[src/rtl/usr_pkg.sv]
// Shared types for the universal shift register: operation codes, FSM states
// and a helper that classifies which operations run the multi-cycle shifter.
package usr_pkg;

  localparam int OP_W = 3;

  typedef enum logic [OP_W-1:0] {
    OP_HOLD  = 3'd0,
    OP_LOAD  = 3'd1,
    OP_SHL   = 3'd2,
    OP_SHR   = 3'd3,
    OP_ROL   = 3'd4,
    OP_ROR   = 3'd5,
    OP_ASR   = 3'd6,
    OP_HOLD7 = 3'd7
  } usr_op_e;

  typedef enum logic {
    IDLE  = 1'b0,
    SHIFT = 1'b1
  } usr_state_e;

  function automatic logic is_shift_op(input usr_op_e op);
    logic result;
    result = 1'b0;
    case (op)
      OP_SHL, OP_SHR, OP_ROL, OP_ROR, OP_ASR: result = 1'b1;
      default:                                result = 1'b0;
    endcase
    return result;
  endfunction

endpackage

[src/rtl/usr_shift_step.sv]
// Combinational single-bit step of the shifter: next register value and the
// bit that falls off the end for the selected operation.
module usr_shift_step
  import usr_pkg::*;
#(
  parameter int WIDTH = 8
) (
  input  logic [WIDTH-1:0] q,
  input  usr_op_e          op,
  input  logic             ser_in_l,
  input  logic             ser_in_r,
  output logic [WIDTH-1:0] q_next,
  output logic             out_bit
);

  always_comb begin
    q_next  = q;
    out_bit = 1'b0;
    case (op)
      OP_SHL: begin
        q_next  = {q[WIDTH-2:0], ser_in_r};
        out_bit = q[WIDTH-1];
      end
      OP_SHR: begin
        q_next  = {ser_in_l, q[WIDTH-1:1]};
        out_bit = q[0];
      end
      OP_ROL: begin
        q_next  = {q[WIDTH-2:0], q[WIDTH-1]};
        out_bit = q[WIDTH-1];
      end
      OP_ROR: begin
        q_next  = {q[0], q[WIDTH-1:1]};
        out_bit = q[0];
      end
      OP_ASR: begin
        q_next  = {q[WIDTH-1], q[WIDTH-1:1]};
        out_bit = q[0];
      end
      default: begin
        q_next  = q;
        out_bit = 1'b0;
      end
    endcase
  end

endmodule

[src/rtl/univ_shift_reg.sv]
// Universal shift register with start/busy/done handshake, one bit per clock.
// Defining USR_PARITY_EN adds a combinational parity output of q.
module univ_shift_reg
  import usr_pkg::*;
#(
  parameter int WIDTH = 8,
  parameter int CNT_W = $clog2(WIDTH + 1)
) (
  input  logic             clk,
  input  logic             rst_n,
  input  logic             start,
  input  logic [OP_W-1:0]  op,
  input  logic [CNT_W-1:0] amount,
  input  logic [WIDTH-1:0] par_in,
  input  logic             ser_in_r,
  input  logic             ser_in_l,
  output logic [WIDTH-1:0] q,
`ifdef USR_PARITY_EN
  output logic             parity,
`endif
  output logic             ser_out,
  output logic             busy,
  output logic             done
);

  usr_state_e       r_state;
  usr_state_e       w_stateNext;
  usr_op_e          r_op;
  usr_op_e          w_opIn;
  logic [CNT_W-1:0] r_cnt;
  logic [CNT_W-1:0] w_amtClamped;
  logic [WIDTH-1:0] r_q;
  logic [WIDTH-1:0] w_qNext;
  logic             r_serOut;
  logic             r_done;
  logic             w_outBit;
  logic             w_accept;

  assign w_opIn       = usr_op_e'(op);
  assign w_amtClamped = (amount > CNT_W'(WIDTH)) ? CNT_W'(WIDTH) : amount;

  usr_shift_step #(.WIDTH(WIDTH)) u_step (
    .q        (r_q),
    .op       (r_op),
    .ser_in_l (ser_in_l),
    .ser_in_r (ser_in_r),
    .q_next   (w_qNext),
    .out_bit  (w_outBit)
  );

  always_ff @(posedge clk) begin
    if (!rst_n) r_state <= IDLE;
    else        r_state <= w_stateNext;
  end

  // Zero-length shifts, HOLD and LOAD finish at the accept edge without entering SHIFT.
  always_comb begin
    w_stateNext = r_state;
    w_accept    = 1'b0;
    case (r_state)
      IDLE: begin
        if (start) begin
          w_accept = 1'b1;
          if (is_shift_op(w_opIn) && (w_amtClamped != '0)) w_stateNext = SHIFT;
        end
      end
      SHIFT: begin
        if (r_cnt == CNT_W'(1)) w_stateNext = IDLE;
      end
      default: w_stateNext = IDLE;
    endcase
  end

  always_ff @(posedge clk) begin
    if (!rst_n) begin
      r_op     <= OP_HOLD;
      r_cnt    <= '0;
      r_q      <= '0;
      r_serOut <= 1'b0;
      r_done   <= 1'b0;
    end else begin
      r_done <= 1'b0;
      if (w_accept) begin
        r_op  <= w_opIn;
        r_cnt <= w_amtClamped;
        if (w_opIn == OP_LOAD) r_q <= par_in;
        if (w_stateNext == IDLE) r_done <= 1'b1;
      end else if (r_state == SHIFT) begin
        r_q      <= w_qNext;
        r_serOut <= w_outBit;
        r_cnt    <= r_cnt - CNT_W'(1);
        if (r_cnt == CNT_W'(1)) r_done <= 1'b1;
      end
    end
  end

  assign q       = r_q;
  assign ser_out = r_serOut;
  assign busy    = (r_state == SHIFT);
  assign done    = r_done;

`ifdef USR_PARITY_EN
  assign parity = ^r_q;
`endif

endmodule
[config.mk]
export PLATFORM = sky130hd
export DESIGN_NAME = univ_shift_reg
export DESIGN_NICKNAME = d
export VERILOG_FILES = /design/src/rtl/usr_pkg.sv /design/src/rtl/usr_shift_step.sv /design/src/rtl/univ_shift_reg.sv
export SDC_FILE = /design/constraint.sdc
export NUM_CORES = 1
export LEC_CHECK = 0
export CAP_MARGIN = 25
export CORE_ASPECT_RATIO = 1.75
export CORE_MARGIN = 2
export CORE_UTILIZATION = 40
export CTS_CLUSTER_DIAMETER = 50
export DETAILED_ROUTE_END_ITERATION = 16
export DONT_BUFFER_PORTS = 1
export MAX_ROUTING_LAYER = met4
export PLACE_DENSITY = 0.54
export SYNTH_ARGS = -nofsm -noshare
export SYNTH_HDL_FRONTEND = slang
export SYNTH_SLANG_ARGS = --single-unit
[constraint.sdc]
create_clock -name clk -period 1.8 [get_ports clk]
set_input_delay 0.27 -clock clk [delete_from_list [all_inputs] [get_ports clk]]
set_output_delay 0.27 -clock clk [all_outputs]
set_load 0.005 [all_outputs]
# [After elaboration in Yosys (flattened, before gate mapping)]
# Index checks and enable logic that the tools add are counted.
[totals] regBits=18 latchBits=0 ramBits=0 rom_bits=0 mem_count=0
[op_classes] n_addsub=1 n_mul=0 n_div=0 n_lt_le_gt_ge=1 eq_ne=14 n_shift=0 muxes=21 bitwise=2 reduce_logical=11
[op_table] operator="8-bit one-hot mux with 5 select lines" count=1
[op_table] operator="8-bit two-way mux" count=3
[op_table] operator="3-bit equality test, second input constant" count=6
[op_table] operator="3-bit by 2-bit equality test with 1-bit output, second input constant" count=4
[op_table] operator="1-bit two-way mux" count=12
[op_table] operator="4-bit two-way mux" count=3
[op_table] operator="6-bit nonzero test" count=1
[op_table] operator="5-bit nonzero test" count=1
[op_table] operator="5-bit OR reduction" count=1
[op_table] operator="4-bit by 1-bit equality test with 1-bit output, second input constant" count=1
[op_table] operator="4-bit greater-than comparator, second input constant" count=1
[op_table] operator="1-bit one-hot mux with 2 select lines" count=2
[op_table] operator="4-bit AND reduction" count=1
[op_table] operator="4-bit nonzero test" count=1
[op_table] operator="4-bit by 1-bit subtractor with 4-bit output, second input constant" count=1
[op_table] operator="3-bit by 1-bit equality test with 1-bit output, second input constant" count=1
[op_table] operator="3-bit AND reduction" count=1
[op_table] operator="3-bit OR reduction" count=1
[op_table] operator="2-bit by 1-bit inequality test with 1-bit output, second input constant" count=1
[op_table] operator="2-bit inequality test, second input constant" count=1
[op_table] operator="1-bit NOT" count=2
[op_table] operator="2-bit AND reduction" count=1
[op_table] operator="2-bit nonzero test" count=1
[op_table] operator="2-bit OR reduction" count=1
[op_table] operator="1-bit logical AND" count=1

# [Depth between registers and ports, before layout]
# Gate-level depths: netlist (run 1).
[depth] depth_word=11 mapped_depth=6 mapped_depth_nobuf=6

# [Hierarchy]
# A second synthesis (run 1) with hierarchy kept.
[unflattened] hier_cells=150 area_unflattened_um2=1233.7
[by_module_without_submodules] mod="univ_shift_reg" instances=1 cells_per_inst=103 area_per_inst_um2=880.8 seq_area_each_um2=360.3
[by_module_without_submodules] mod="usr_shift_step" instances=1 cells_per_inst=47 area_per_inst_um2=352.8 seq_area_each_um2=0.0

# [Worst setup path after synthesis (run 1)]
# No wires, ideal clock.
[synth_timing] kind="flip-flop to flip-flop" start="register r_op[1]" end="register r_q[0], in the netlist q[0]" setup_time_ps=122 t_arrival_ps=1280 t_required_ps=1678 setup_slack_ps=399 path_stages_with_launch=6 path_cell_list="dfxtp_1 buf_6 mux2_1 a211oi_1 a2111o_1 a31oi_1"
[synth_via] elab_chain_len=4 elab_cells_between_ends=10
[synth_rtl] element="start: declaration" line="univ_shift_reg.sv:28" rtl="usr_op_e r_op;"
[synth_rtl] element="start signal: assignment" line="univ_shift_reg.sv:84" rtl="r_op <= w_opIn;"
[synth_rtl] element="3-bit equality test / 3-bit by 2-bit equality test with 1-bit output (equally long branches)" line="usr_shift_step.sv:19" rtl="case (op)"
[synth_rtl] element="8-bit one-hot mux with 5 select lines" line="usr_shift_step.sv:19"
[synth_rtl] element="8-bit two-way mux" line="univ_shift_reg.sv:88" rtl="end else if (r_state == SHIFT) begin"
[synth_rtl] element="8-bit two-way mux" line="univ_shift_reg.sv:83" rtl="if (w_accept) begin"
[synth_rtl] element="end signal: assignment" line="univ_shift_reg.sv:86" rtl="if (w_opIn == OP_LOAD) r_q <= par_in;"
[synth_rtl] element="end signal: assignment" line="univ_shift_reg.sv:89" rtl="r_q <= w_qNext;"
[synth_rtl] element="end: declaration" line="univ_shift_reg.sv:32" rtl="logic [WIDTH-1:0] r_q;"
# Several ways; a longest one is shown, not always the timed one. The select of a mux whose other input is x is not followed.
# A chain may end at the register's enable or synchronous reset.

# [Worst setup path after layout (run 1)]
[layout_timing] start="register r_op[1]" end="register r_serOut, in the netlist ser_out"
[layout_via] elab_chain_len=3 elab_cells_between_ends=8
[layout_rtl] element="3-bit by 2-bit equality test with 1-bit output / 3-bit equality test (equally long branches)" line="usr_shift_step.sv:19"
[layout_rtl] element="3-bit OR reduction (no source line) / 2-bit OR reduction (equally long branches)"
[layout_rtl] element="1-bit one-hot mux with 2 select lines (*)" line="usr_shift_step.sv:19"
[layout_rtl] element="end signal: assignment" line="univ_shift_reg.sv:90" rtl="r_serOut <= w_outBit;"
[layout_rtl] element="end: declaration" line="univ_shift_reg.sv:34" rtl="logic r_serOut;"
# Mark *: on every way between the ends. The rest lies on a longest branch, timed or not.

==> reports/results.txt, run 1 <==
The flow ran to the end, and the final reports show no timing, DRC or antenna violations. After global routing the overflow that remains totals 0. 31 I/O pins were placed.

Setup repair after global routing left no endpoint under its margin. The setup check on the worst reg-to-reg path leaves a slack of 0.20 ns. The share of total power consumed by net switching came out at 29.8%. The floorplan step defined a die boundary enclosing 3380 µm². After detailed routing, the total wire length is 3030 µm. Across the run, the number of max-cap violations was 0.

Counting every sink on the clock net gives 18. Summing internal, switching and leakage power gives 953 µW. The run gives 0 as the final-report max-slew violation count. The number of post-CTS setup repair buffers was 0. The number of stages on the worst hold path was 1; the combinational share of power was 21.3%. For this design the static power due to leakage is 0.463 nW. Measured along the x axis, the die boundary spans 44.8 µm. The ratio of total power to cell area came out at 768 nW/µm². The run gives 3 as the number of CTS-inserted buffers. Yosys mapped a number of flops with a built-in enable equal to 0. The logs give 6 for the number of search-and-repair iterations in the first detailed-routing pass and 0 for the count of instances resized after the clock tree is built. In this run the critical register-to-register path is captured at ser_out.

Register bit count reported by yosys: 18. dfxtp_1 takes more of the synthesized area than any other cell. Clock-pin slew was measured on the worst setup and hold paths at 0.07 ns. At the end of the flow, the number of nets in the layout was 167.

The number of buffers between clock root and the deepest sink is 2. For this design, the CTS-stage hold fixing added 0 buffers. The count of H-tree levels built during CTS came out at 1.

Clock skew after layout: 0.00134 ns. The later pin in the worst-skew pair is clocked with a latency of 0.25 ns. The Yosys step of the flow raised 0 warnings. The final number of setup-violating endpoints is 0. After synthesis, the most frequently instantiated cells are dfxtp_1, nand2_1, a21oi_1. In this run the tool buffered the top-level ports with 0 buffer cells. The tools report the portion of total power attributed to sequential cells as 49.0%. The final hold violation count came out at 0. Adding up every negative setup slack in the final design gives 0 ns. The logs give 29.8% for the fraction of power consumed by the clock network and 142 for the synthesized instance count. For the worst flop-to-flop path, the logic depth is 5.

In the finished design, the share of the clock period the worst path needs comes to 88.9%. TritonCTS built the clock tree. The most critical setup path has its startpoint at r_op[1].

The internal power of the cells totals 669 µW. For the worst setup path, the data arrival time is 1.76 ns. The number of distinct library cell variants in the gate-level netlist after synthesis is 47. The total via count after detailed routing is 1,106, and the placer congestion estimate is 0.838. Compared with the post-synthesis result, the final layout area differs by 6.44%.

CTS placed an instance of clkbuf_8 at the clock tree root. Path class of the lowest-slack min-delay path: primary input to flop. The height of the chip works out to 75.4 µm. IR analysis of the VDD net gives a maximum drop of 0.394 mV.

In the synthesized netlist the async set-or-reset flop fraction comes to 0%. The share of layout cells above drive strength 1 came out at 15.4%. Global routing used 20.7% of the available tracks across all layers. The average footprint of a synthesized cell works out to 8.20 µm². The wire length per cell came out at 17.8 µm.

The combined area of all synthesized cells was 1160 µm². 0 antenna diodes ended up in the layout. STA puts the critical path data required time at 1.96 ns. In this run the critical register-to-register path is launched from r_op[1].

The tools report the relative slew slack as 68.6%. After the first detailed-routing iteration, the DRC count stood at 26. The average via count per standard cell is 6.51.

The HPWL after detailed placement is 2350 µm. The layout has 292 filler cells. The most used flip-flop cell after synthesis is dfxtp_1. The top achievable clock speed was 625 MHz; the maximum fanout count along the critical path was 10. For the initial antenna violation count, the log shows 0. In this run the core area contains 25 standard-cell rows.

For this run, the register share of the synthesized area comes to 30.9%. The share of Yosys cell area claimed by the top area cell type is 30.9%. At the pin with the least slew margin, the transition time is 0.466 ns.

The kind of critical path is flop to flop. The core footprint came out at 2750 µm². Entering global routing, the biggest net connects 15 pins. The global-route wire length before repair is 4970 µm. Ranked by total cell area, the synthesized netlist is headed by dfxtp_1, nand2_1, a21oi_1, a211o_2, mux2i_1. The starting utilization of the core area was 42.3%.

The startpoint kind of the worst setup timing path was a flop. Startpoint of the worst hold path: rst_n. The tools report the via count of the first global-routing pass as 1,163.

When the netlist entered floorplanning its net count stood at 164. The endpoint of the worst hold-timing path is busy. The count of nets left with antenna violations once routing finished came out at 0. STA classifies the critical path endpoint as a flop. Summed over all nets, the switching power comes to 284 µW. The final critical-path required period came out at 1.60 ns.

For this run, design rule violations remaining after detail routing come to 0. Among all cell types in the netlist, the one instantiated most often is dfxtp_1.
-- cell type report --
| class | count | area, µm² | area share [%] |
|---|---|---|---|
| clock buffers | 3 | 41.3 | 3.33 |
| multi-input cells | 107 | 718 | 57.9 |
| repair buffers | 8 | 60.1 | 4.84 |
| flip-flops and latches | 18 | 360 | 29.1 |
| well taps | 27 | 33.8 | 2.72 |
| inverters | 7 | 26.3 | 2.12 |
-- cells in the final DEF (no fill, tap or decap), types with 2 or more instances in the layout --
cell and count:
a21o_1 2, a21oi_1 10, o22ai_1 5, ha_1 2
o211ai_1 5, clkbuf_8 3, inv_1 7, nor4_1 3
o21ai_1 3, nand2_1 17, a211oi_1 2, nor2_1 9
nand3_1 2, dfxtp_1 18, buf_4 8, nor3_1 2
a211o_2 4, mux2i_1 4, a31oi_1 5, nor2b_1 3
o21ai_0 4
-- power groups by stage --
stage                     clock (mW)  combinational (mW)  sequential [mW]
after detailed placement           0               0.203            0.476
after global routing           0.317               0.228            0.471
after CTS                      0.297               0.204            0.467
after floorplan                    0               0.170            0.461
after global placement             0               0.200            0.475
final                          0.284               0.203            0.466
-- cells by family (layout without fill, tap and decap cells) --
kind of cell	count (synthesis)	after routing	synth area share [%]
compound gates	53	53	32.9
simple gates	45	45	18.9
flops	18	18	30.9
buf+inv	17	18	7.41
mux	5	5	4.40
fa+ha+maj	3	3	3.11
xor+xnor	1	1	2.36
-- how the worst max path moves through the flow --
stage | to | slack [ns] | cells after the start
after detailed placement | q[0] | 0.22 | 4
after global placement | q[0] | 0.24 | 4
final | ser_out | 0.20 | 5
after CTS | q[0] | 0.20 | 4
after global routing | q[0] | 0.08 | 4
after floorplan | q[0] | 0.40 | 5
-- worst max-delay path: stages (launching register included) --
cell,delay (ns)
dfxtp_1,0.60
buf_4,0.21
nand2_2,0.08
nor2_1,0.25
a21oi_1,0.12
a211oi_1,0.25
-- per-layer routing --
metal / wire [µm] / up-vias / GRT usage, % / part of all wire, %
li1: - / 532 / - / -
met1: 1100 / 528 / 18.8 / 36
met2: 1670 / 40 / 38.8 / 55
met3: 190 / 6 / 4.27 / 6.3
met4: 74 / 0 / 10.8 / 2.4
met5: 0 / - / - / 0
-- registers in the layout (all words and copies together), names as in the netlist --
| signal | cells |
|---|---|
| q | 8 |
| r_cnt | 4 |
| ser_out | 1 |
| done | 1 |
| r_op | 3 |
| busy | 1 |
-- through the flow --
step / setup WS (ns) / cells / cell area (µm²) / hold slack, ns / util (%)
floorplan: 0.399 / 142 / 1160 / 0.406 / -
global placement: 0.236 / 167 / 1200 / 0.405 / 43.5
detailed placement: 0.216 / 167 / 1200 / 0.412 / 43.5
CTS: 0.198 / 170 / 1240 / 0.138 / 45.0
global route: 0.0803 / 170 / 1240 / 0.142 / 45.0
finish: 0.200 / 170 / 1240 / 0.147 / 45.0
Power figures use the tool's default switching activity.
==> run 2: changes to the inputs <==
GPL_TIMING_DRIVEN = 1   (was default)
==> results of run 2 <==
Final layout, timing and power as in run 1 (identical DEF).
==> run 3: changes to the inputs <==
CORE_MARGIN = 3   (was 2)
MAX_ROUTING_LAYER = default   (was met4)
==> reports/results.txt, run 3 (same netlist as run 1, synthesis figures left out) <==
Of the cells placed in the final design, the portion with a size suffix greater than 1 is 16.0%. The part of the cycle the worst path needs was 85.5%. The tools report the number of top-level design ports as 31.

The top cell types in the final layout, fill and taps aside, are dfxtp_1, nand2_1, a21oi_1, nor2_1, buf_4. The run gives 2750 µm² as the core footprint. The tools report the worst reg2reg path startpoint as r_op[1].

The finished cells cover 1250 µm². The logs give 0 for the detailed-route DRC error count and 2 for the number of buffers between clock root and the deepest sink. The standard-cell row count was 25; the number of search-and-repair iterations in the first detailed-routing pass was 4. The first global-routing pass estimated 4910 µm of wire. The pin count of the biggest net entering global routing came out at 17.

The final cell count without fillers was 171. The number of buffers inserted by port buffering is 0. Clock skew after layout: 0.000804 ns. Clock-pin slew was measured on the worst setup and hold paths at 0.07 ns. At the worst endpoint, the required time is 1.99 ns. Cell total after placement: 168. The clock drives 18 sinks. The die covers 3620 µm².

Dividing the detail-routed wire length by the instance count gives 18.0 µm. The run finished with clean final reports. Global routing finished with a remaining overflow of 0.

Once the clock tree was built, the setup fixing pass inserted 0 buffers. Counting the fill cells in the layout gives 293. The synthesis-to-layout area growth works out to 7.09%. The kind of critical path is flop to flop.

The startpoint of the worst hold path is op[0]. The worst setup path is launched from a flop. After detailed placement, the total cell area comes to 1210 µm².

The number of antenna diodes in the final layout is 0. The tools report the via count of the first global-routing pass as 1,099. TritonCTS built the clock tree. After the first detailed-routing iteration, the DRC count stood at 24.

The root buffer cell chosen for the clock tree is clkbuf_8. The tools report the category of the worst setup path capture point as a flop. For the share of the core filled with cells, the log shows 45.3%. The path class of the tightest hold or removal check is primary input to flop. Number of CTS-inserted buffers: 3. Once detail routing completed, the nets flagged for antenna violations numbered 0. The register with the most flip-flops in the layout has 8 of them. The initial utilization of the core area, before any placement, comes to 42.3%.

The worst ir drop on vdd was 0.403 mV; the height of the chip was 77.4 µm. Based on the critical path, the design can be clocked at up to 650 MHz. At the end of routability-driven placement, the weighted congestion stood at 0.851.

The logs give 959 µW for the overall power of the completed layout and 2410 µm for the half-perimeter wire length after placement. The tools report the initial antenna violation count as 0. In this run the tightest slew margin relative to its limit is 73.6%.

The accumulated negative setup slack is 0 ns, and the net count reported at finish is 168. For this design the static power due to leakage is 0.468 nW. Setup violations remaining at the end of the flow were counted as 0. Global routing consumed, over all layers together, 18.3% of the routing resources. The post-cts hold buffer count is 0, and the final-report max-slew violation count is 0. The final layout contains routed wiring with a total length of 3080 µm.

Subtracting the final worst setup slack from the clock period gives 1.54 ns. The clock insertion delay at the later pin of the skew report was 0.25 ns. Data arrives at the worst endpoint at 1.73 ns. Gates resized during post-CTS repair numbered 0. Across the run, the number of max-cap violations was 0. From left edge to right edge, the die measures 46.8 µm. Launching element of the worst setup path: r_op[1]. The maximum fanout count along the critical path is 10, and the total via count after detailed routing is 1,084. The slew at the pin closest to its max-slew limit works out to 0.395 ns. The most common cell after layout, fill and taps aside is dfxtp_1. The average via count per standard cell works out to 6.34.

Final hold violation count: 0. The count of H-tree levels built during CTS was 1; the ratio of total power to cell area was 769 nW/µm². Setup repair after global routing left no endpoint under its margin.
## run 3: cell count changes in the layout (fill, tap and decap cells not counted), sizes merged
cell and delta:
buf +1
## run 3: worst max-delay path, cell delays in order (launching register included)
cell	delay, ns
dfxtp_1	0.56
xnor2_4	0.21
o22ai_1	0.13
a2111o_1	0.42
a31oi_1	0.15
## run 3: worst paths after layout
path	slack (ns)	to	cells after the start
max	0.26	q[0]	4
max reg2reg	0.26	q[0]	4
min	0.15	r_op[0]	2
min reg2reg	0.49	r_op[0]	2
## run 3: power by group
part	internal (mW)	total [mW]	leakage, nW	switching, mW
Clock	0.149	0.286	0.0216	0.137
Sequential	0.427	0.464	0.148	0.0363
Combinational	0.0960	0.209	0.299	0.113
## run 3: layout make-up
type / count / area, µm² / area share, %
Inverter: 7 / 26.3 / 2.11
Timing Repair Buffer: 9 / 67.6 / 5.42
Sequential cell: 18 / 360 / 28.9
Multi-Input combinational cell: 107 / 718 / 57.6
Clock buffer: 3 / 41.3 / 3.31
Tap cell: 27 / 33.8 / 2.71
## run 3: metrics by stage
step | worst slack [ns] | hold WS (ns)
after global placement | 0.286 | 0.410
final | 0.261 | 0.146
after global routing | 0.169 | 0.145
after CTS | 0.251 | 0.142
after floorplan | 0.399 | 0.406
after detailed placement | 0.265 | 0.419
## run 3: per-layer routing
layer  vias to the layer above  share of wire (%)  track usage (%)
met5                         -                  0                0
met1                       510                 38             20.6
met2                        34                 54             31.5
met4                         0                2.2             8.59
li1                        534                  -                -
met3                         6                5.8             2.78
